<file path="config.mk">
export PLATFORM = sky130hd
export DESIGN_NAME = uart_prog_loader_flat
export DESIGN_NICKNAME = d
export VERILOG_FILES = /design/src/rtl/uart_prog_loader_pkg.sv /design/src/rtl/uart_prog_loader_if.sv /design/src/rtl/uart_prog_loader_uart_rx.sv /design/src/rtl/uart_prog_loader.sv /design/src/flat_wrapper.sv
export SDC_FILE = /design/constraint.sdc
export NUM_CORES = 1
export LEC_CHECK = 0
export ABC_CLOCK_PERIOD_IN_PS = 1800
export CORE_MARGIN = 5
export CORE_UTILIZATION = 54
export CTS_CLUSTER_SIZE = 28
export DETAILED_ROUTE_END_ITERATION = 16
export PLACE_DENSITY = 0.78
export SLEW_MARGIN = 20
export SYNTH_ARGS = -nofsm -noshare
export SYNTH_HDL_FRONTEND = slang
export SYNTH_HIERARCHICAL = 1
export SYNTH_SLANG_ARGS = --single-unit
</file>
<file path="constraint.sdc">
create_clock -name clk -period 1.8 [get_ports clk]
set_clock_uncertainty 0.2 [all_clocks]
set_input_delay 0.27 -clock clk [delete_from_list [all_inputs] [get_ports clk]]
set_output_delay 0.27 -clock clk [all_outputs]
set_load 0.05 [all_outputs]
</file>
<file path="src/rtl/uart_prog_loader_pkg.sv">
// Shared types and constants for the serial program loader.
// Build option: LOADER_CHECKSUM_EN enables the trailing checksum byte.
package loader_pkg;

   typedef enum logic [2:0] {IDLE, LEN, DATA, CSUM, FIN} ld_state_t;

   localparam logic [7:0] SYNC_BYTE = 8'hA5;

   function automatic int unsigned baud_div(input int unsigned clk_hz, input int unsigned baud);
      return clk_hz / baud;
   endfunction

   // Frame checksum: sync byte, length byte and all data bytes summed mod 256.
   function automatic logic [7:0] frame_csum(input logic [7:0] len, input logic [7:0] sum);
      return SYNC_BYTE + len + sum;
   endfunction

endpackage

</file>
<file path="src/rtl/uart_prog_loader_if.sv">
// RAM write-port bundle driven by the program loader.
interface uart_prog_loader_if #(
   parameter int unsigned ADDR_W = 8
);
   logic              we;
   logic [ADDR_W-1:0] w_addr;
   logic [7:0]        w_data;

   modport master (output we, output w_addr, output w_data);
   modport slave  (input  we, input  w_addr, input  w_data);
endinterface

</file>
<file path="src/rtl/uart_prog_loader_uart_rx.sv">
// 8N1 UART receiver: 2-FF synchronizer, mid-bit sampling, one-cycle byte and framing-error strobes.
module uart_rx
   import loader_pkg::*;
#(
   parameter int unsigned CLK_HZ = 27_000_000,
   parameter int unsigned BAUD   = 115_200
) (
   input  logic       clk,
   input  logic       rst,
   input  logic       rx,
   output logic [7:0] data,
   output logic       valid,
   output logic       frame_err
);

   localparam int unsigned DIV   = baud_div(CLK_HZ, BAUD);
   localparam int unsigned CNT_W = $clog2(DIV);
   localparam logic [CNT_W-1:0] HALF = CNT_W'(DIV / 2 - 1);
   localparam logic [CNT_W-1:0] FULL = CNT_W'(DIV - 1);

   typedef enum logic [1:0] {RX_IDLE, RX_START, RX_BITS, RX_STOP} rx_state_t;

   rx_state_t        state;
   logic             rx_meta, rx_sync, rx_prev;
   logic [CNT_W-1:0] cnt;
   logic [2:0]       bit_idx;
   logic [7:0]       shreg;

   always_ff @(posedge clk) begin
      if (rst) begin
         rx_meta   <= 1'b1;
         rx_sync   <= 1'b1;
         rx_prev   <= 1'b1;
         state     <= RX_IDLE;
         cnt       <= '0;
         bit_idx   <= '0;
         shreg     <= '0;
         data      <= '0;
         valid     <= 1'b0;
         frame_err <= 1'b0;
      end else begin
         rx_meta   <= rx;
         rx_sync   <= rx_meta;
         rx_prev   <= rx_sync;
         valid     <= 1'b0;
         frame_err <= 1'b0;
         unique case (state)
            RX_IDLE: begin
               cnt <= '0;
               if (rx_prev && !rx_sync) state <= RX_START;
            end
            RX_START: begin
               // A line that is high again at half a bit was a glitch, not a start bit.
               if (cnt == HALF) begin
                  cnt     <= '0;
                  bit_idx <= '0;
                  state   <= rx_sync ? RX_IDLE : RX_BITS;
               end else begin
                  cnt <= cnt + 1'b1;
               end
            end
            RX_BITS: begin
               if (cnt == FULL) begin
                  cnt     <= '0;
                  shreg   <= {rx_sync, shreg[7:1]};
                  bit_idx <= bit_idx + 3'd1;
                  if (bit_idx == 3'd7) state <= RX_STOP;
               end else begin
                  cnt <= cnt + 1'b1;
               end
            end
            RX_STOP: begin
               if (cnt == FULL) begin
                  cnt   <= '0;
                  state <= RX_IDLE;
                  if (rx_sync) begin
                     data  <= shreg;
                     valid <= 1'b1;
                  end else begin
                     frame_err <= 1'b1;
                  end
               end else begin
                  cnt <= cnt + 1'b1;
               end
            end
            default: state <= RX_IDLE;
         endcase
      end
   end

endmodule

</file>
<file path="src/rtl/uart_prog_loader.sv">
// Serial program loader: receives a SYNC/LEN/DATA[/CSUM] UART frame and writes it into program RAM,
// holding the CPU in reset while a frame is in progress. Option: LOADER_CHECKSUM_EN.
module uart_prog_loader
   import loader_pkg::*;
#(
   parameter int unsigned CLK_HZ = 27_000_000,
   parameter int unsigned BAUD   = 115_200,
   parameter int unsigned ADDR_W = 8
) (
   input  logic               clk,
   input  logic               rst,
   input  logic               uart_rx,
   uart_prog_loader_if.master ram,
   output logic               cpu_hold,
   output logic               done,
   output logic               err
);

   logic [7:0] rx_data;
   logic       rx_valid;
   logic       rx_ferr;

   uart_rx #(
      .CLK_HZ (CLK_HZ),
      .BAUD   (BAUD)
   ) u_rx (
      .clk       (clk),
      .rst       (rst),
      .rx        (uart_rx),
      .data      (rx_data),
      .valid     (rx_valid),
      .frame_err (rx_ferr)
   );

   ld_state_t         state;
   logic [7:0]        len;
   logic [7:0]        idx;
   logic [7:0]        sum;
   logic              we;
   logic [ADDR_W-1:0] w_addr;
   logic [7:0]        w_data;

   always_ff @(posedge clk) begin
      if (rst) begin
         state    <= IDLE;
         len      <= '0;
         idx      <= '0;
         sum      <= '0;
         we       <= 1'b0;
         w_addr   <= '0;
         w_data   <= '0;
         cpu_hold <= 1'b0;
         done     <= 1'b0;
         err      <= 1'b0;
      end else begin
         we <= 1'b0;
         // Address advances after each write; wraps naturally at 2**ADDR_W.
         if (we) w_addr <= w_addr + 1'b1;
         if (rx_ferr && state != IDLE) begin
            err      <= 1'b1;
            done     <= 1'b0;
            cpu_hold <= 1'b0;
            state    <= IDLE;
         end else begin
            unique case (state)
               IDLE: begin
                  if (rx_valid && rx_data == SYNC_BYTE) begin
                     cpu_hold <= 1'b1;
                     done     <= 1'b0;
                     err      <= 1'b0;
                     state    <= LEN;
                  end
               end
               LEN: begin
                  if (rx_valid) begin
                     len    <= rx_data;
                     idx    <= '0;
                     sum    <= '0;
                     w_addr <= '0;
                     state  <= DATA;
                  end
               end
               DATA: begin
                  if (rx_valid) begin
                     w_data <= rx_data;
                     we     <= 1'b1;
                     sum    <= sum + rx_data;
                     idx    <= idx + 8'd1;
                     if (idx == len) begin
`ifdef LOADER_CHECKSUM_EN
                        state <= CSUM;
`else
                        state <= FIN;
`endif
                     end
                  end
               end
               CSUM: begin
`ifdef LOADER_CHECKSUM_EN
                  if (rx_valid) begin
                     if (rx_data == frame_csum(len, sum)) begin
                        state <= FIN;
                     end else begin
                        err      <= 1'b1;
                        cpu_hold <= 1'b0;
                        state    <= IDLE;
                     end
                  end
`else
                  state <= IDLE;
`endif
               end
               FIN: begin
                  done     <= 1'b1;
                  cpu_hold <= 1'b0;
                  state    <= IDLE;
               end
               default: state <= IDLE;
            endcase
         end
      end
   end

   assign ram.we     = we;
   assign ram.w_addr = w_addr;
   assign ram.w_data = w_data;

endmodule
</file>
<file path="src/flat_wrapper.sv">
// flat-port wrapper written by rule: the top's interface ports become plain ports
module uart_prog_loader_flat import loader_pkg::*;
#(
   parameter int unsigned CLK_HZ = 27_000_000,
   parameter int unsigned BAUD   = 115_200,
   parameter int unsigned ADDR_W = 8
)
  (clk, rst, uart_rx, cpu_hold, done, err, ram_we, ram_w_addr, ram_w_data);
  uart_prog_loader_if #(.ADDR_W(ADDR_W)) ram_i ();
  input  logic clk;
  input  logic rst;
  input  logic uart_rx;
  output logic cpu_hold;
  output logic done;
  output logic err;
  output wire logic [$bits(ram_i.we)-1:0] ram_we;
  output wire logic [$bits(ram_i.w_addr)-1:0] ram_w_addr;
  output wire logic [$bits(ram_i.w_data)-1:0] ram_w_data;
  assign ram_we = ram_i.we;
  assign ram_w_addr = ram_i.w_addr;
  assign ram_w_data = ram_i.w_data;
  uart_prog_loader #(.CLK_HZ(CLK_HZ), .BAUD(BAUD), .ADDR_W(ADDR_W)) u_core (.clk(clk), .rst(rst), .uart_rx(uart_rx), .ram(ram_i), .cpu_hold(cpu_hold), .done(done), .err(err));
endmodule
</file>
==> results <==
- In this design, the largest share of critical-path delay is due to compound AO/OA/AOI/OAI gates.
- At the worst endpoint, the arrival time is 1.77 ns.
- The tool flagged a number of max-cap violations equal to 0.
- VDD sags by at most approximately 430 uV.
- The number of failing hold endpoints at the final stage is 0.
- The library cell used most frequently in the layout, excluding fill and tap cells, is dfxtp_1.
- The setup slack at placement is roughly 0.026 ns.
- The share of total power dissipated in combinational logic is 2.0%.
- The async set-reset flop share out of synthesis is 0%.
- The leftover overflow at the end of global routing is 0.
- The master cell of the clock root buffer is clkbuf_8.
- When the netlist entered floorplanning its net count stood at between 300 and 400.
- The internal power of the cells totals approximately 0.0023 W.
- In this run, CTS created clock tree buffers numbering 9.
- Averaged over all synthesized cells, the footprint is slightly above 9 um2.
- The largest individual stage delay along the critical path comes from the cell dfxtp_1.
- The count of flip-flops with a built-in enable after synthesis is 0.
- The part of the power in registers is 54.9%.
- The via count of the first global-routing pass is about 2,500.
- The max-slew violation count is 0.
- The filler cell count in the final layout is 496.
- The number of top-level design ports is 23.
- The area occupied by multi-input gates is about 1700 um2.
- The critical path contains buffers and inverters numbering 0 combined.
- The number of antenna diodes in the final layout is 0.
- The total of flip-flops plus latches after synthesis is 73.
- The congestion estimate from routability-driven global placement came to about 0.82.
- Counting buffers and inverters, the worst setup path is 4 cells deep.
- The layout-stage area growth over the synthesis result is 15.57%.
- The number of antenna violations at the first check in global routing is 0.
- The accumulated negative setup slack is 0 ns.
- The worst-case headroom to the max-slew limit is roughly 76%.
- After technology mapping, the gate count stands at around 360.
- The final clock period utilization by the worst path is a little over nine tenths.
- The highest cell delay on the worst timing path is roughly 0.45 ns.
- The slew of the pin with the lowest slew margin is 0.3617 ns.
- The detailed-route wire length per cell is about 14 um.
- No sink is reached through more buffers than the 2 on the longest clock path.
- The pin count of the biggest net entering global routing is 18.
- The die is roughly 88 um wide.
- The switching share of total power is about 23%.
- In this run the standard cell core region covers slightly below 6000 um2.
- The last element of the critical path is u_core/u_rx/state[0]$_SDFFE_PP0P_.
- Power spread over the standard cell area amounts to between 700 and 800 nW/um2.
- The total wire length after detailed routing is around 6600 um.
- The main flop type after synthesis is dfxtp_1.
- The run finished with clean final reports.
- The remaining routing DRC violations is 0.
- The first global-routing pass estimated roughly 11,000 um of wire.
- The net load switching power is 0.0006736 W.
- The number of synthesis warnings is 6.
- Of all nets on the critical path, the largest fanout is 6.
- The final design utilization is between 60 and 70%.
- In this run the remaining antenna-violating nets after routing total 0.
- The final net count is 400.
- The deepest level of the CTS H-tree is 3.
- Setup slack closes at a little under 0.1 ns.
- In this run the tool buffered the top-level ports with 22 buffer cells.
- The netlist area before placement is 3287 um2.
- The HPWL after detailed placement is about 4600 um.
- The fraction of final layout cells with drive strength greater than 1 is about 22%.
- The most critical setup path has its startpoint at u_core/u_rx/cnt[3]$_SDFF_PP0_.
- TritonCTS built the clock tree.
- In this run, post-CTS hold repair placed 0 buffers.
- The worst hold margin is between 0.1 and 0.15 ns.
- The starting density of the core is a little under three fifths.
- The nature of the critical path startpoint is a register.
- The worst register-to-register path has a depth of 4.
- Per report_power, the clock group accounts for 43.1% of the total.
- Setup repair after global routing left no endpoint under its margin.
- The kind of end point of the critical path is a register.
- The sequential fraction of the synthesis area is 44.46%.
- Counting distinct cell types in the post-synthesis netlist gives 52.
- The per-cell via count in the routed design is 5.513.
- The library cells used most frequently in the layout, excluding fill and tap cells, are dfxtp_1 (70), nand2_1 (56), nor2_1 (38).
- The timing-limited maximum frequency is 0.5874 GHz.
- The start point of the worst hold path is rst.
- The leakage power figure is 1.377 nW.
- The detailed router finished its first iteration with approximately 160 violations.
- The startpoint-to-endpoint class of the critical path is reg2reg.
- The insertion delay to the later sink of the worst-skew pair is between 0.3 and 0.4 ns.
- The floorplan step defined a die boundary enclosing between 7000 and 8000 um2.
- The placement row count is 28.
- The startpoint of the worst-slack reg-to-reg timing path is u_core/u_rx/cnt[3]$_SDFF_PP0_.
- The worst hold-check path type is in2reg.
- The clock transition at the registers of the reported paths is 0.08 ns.
- The worst register-to-register path ends at u_core/u_rx/state[0]$_SDFFE_PP0P_.
- The detailed-router iteration count before antenna repair is 4.
- The area occupied by registers is around 1500 um2.
- The critical path goes through and4bb_1 > a311oi_2 > nor2_1 > a211oi_2.
- Summing over every cut layer, the via total after detailed routing is approximately 2,600.
- The floorplan step set the die height to roughly 88 um.
- The reg2reg setup slack is slightly below 0.1 ns.
- The CTS sink count is between 70 and 80.
- The final critical-path required period is ~1.7 ns.
- The all-layer global routing usage is a little under a fifth.
- At the worst endpoint, the required time is between 1.5 and 2 ns.
- Setup violations remaining at the end of the flow were counted as 0.
## flip-flops by register name (all words and copies together), names as in the netlist, 3 cells and up, named ones only
name                 flops
u_core/len               8
u_core/u_rx/cnt          8
u_core/idx               8
u_core/ram.w_addr        8
u_core/u_rx/data         8
u_core/ram.w_data        8
u_core/u_rx/bit_idx      3
u_core/u_rx/shreg        8
u_core/state             3
## final cells by class
cell class	instances	area share, %
repair buffers	37	8.630
multi-input cells	260	44.27
flip-flops and latches	73	38.57
well taps	75	2.470
inverters	9	0.8893
clock inverters	6	1.812
clock buffers	10	3.360
## worst min path at each step
stage / end / slack, ns / cells past startpoint
final: u_core/u_rx/state[0]$_SDFFE_PP0P_ / 0.10 / 2
after global routing: u_core/u_rx/state[0]$_SDFFE_PP0P_ / 0.11 / 2
after CTS: u_core/u_rx/state[0]$_SDFFE_PP0P_ / 0.09 / 2
after detailed placement: u_core/u_rx/rx_sync$_SDFF_PP1_ / 0.21 / 1
after global placement: u_core/u_rx/rx_sync$_SDFF_PP1_ / 0.20 / 1
after floorplan: u_core/u_rx/rx_meta$_SDFF_PP1_ / 0.17 / 1
## per-layer routing
metal	routed length, um	track usage (%)	vias up
li1	-	-	1296
met1	2934	23.07	1233
met2	3262	29.73	44
met3	195	3.763	18
met4	172	10.58	0
met5	0	0	-
## synthesized netlist by cell type, types with 6 or more instances
| library cell | count | area [um2] |
|---|---|---|
| nor2_1 | 38 | 142.6 |
| xnor2_1 | 16 | 140.1 |
| xor2_1 | 8 | 70.07 |
| nand3_1 | 19 | 95.09 |
| inv_1 | 9 | 33.78 |
| nand4_1 | 11 | 68.82 |
| nand2_1 | 56 | 210.2 |
| a21oi_2 | 10 | 87.58 |
| mux2i_1 | 10 | 100.1 |
| buf_2 | 6 | 30.03 |
| a21oi_1 | 24 | 120.1 |
| dfxtp_1 | 73 | 1461 |
| ha_1 | 7 | 87.58 |
## stage by stage
step	power, W	cell area [um2]	cells
floorplan	0.001701	3287	361
global placement	0.001715	3575	454
detailed placement	0.001716	3575	454
CTS	0.002980	3771	470
global route	0.003076	3799	470
finish	0.002954	3799	470
## repair_timing
action,4_1_cts,5_1_grt
hold endpoints to repair,0,0
gates resized for setup,0,10
setup buffers,0,0
setup endpoints to repair,0,44
## power groups by stage
stage | Combinational [W] | Sequential (W) | Clock, W
floorplan | 0.0000414 | 0.00166 | 0
global placement | 0.0000555 | 0.00166 | 0
global route | 0.0000639 | 0.00162 | 0.00139
finish | 0.0000582 | 0.00162 | 0.00127
detailed placement | 0.0000565 | 0.00166 | 0
CTS | 0.0000566 | 0.00162 | 0.00130
## cell families after synthesis
group	share of synthesized area [%]
and+or+nand+nor	26.11
DFF	44.46
AOI/OAI and AO/OA	12.22
buffers and inverters	5.101
xor gates and xnor gates	6.395
muxes	3.045
adders and majority gates	2.665
No activity file was read; power rests on OpenSTA's default activity.
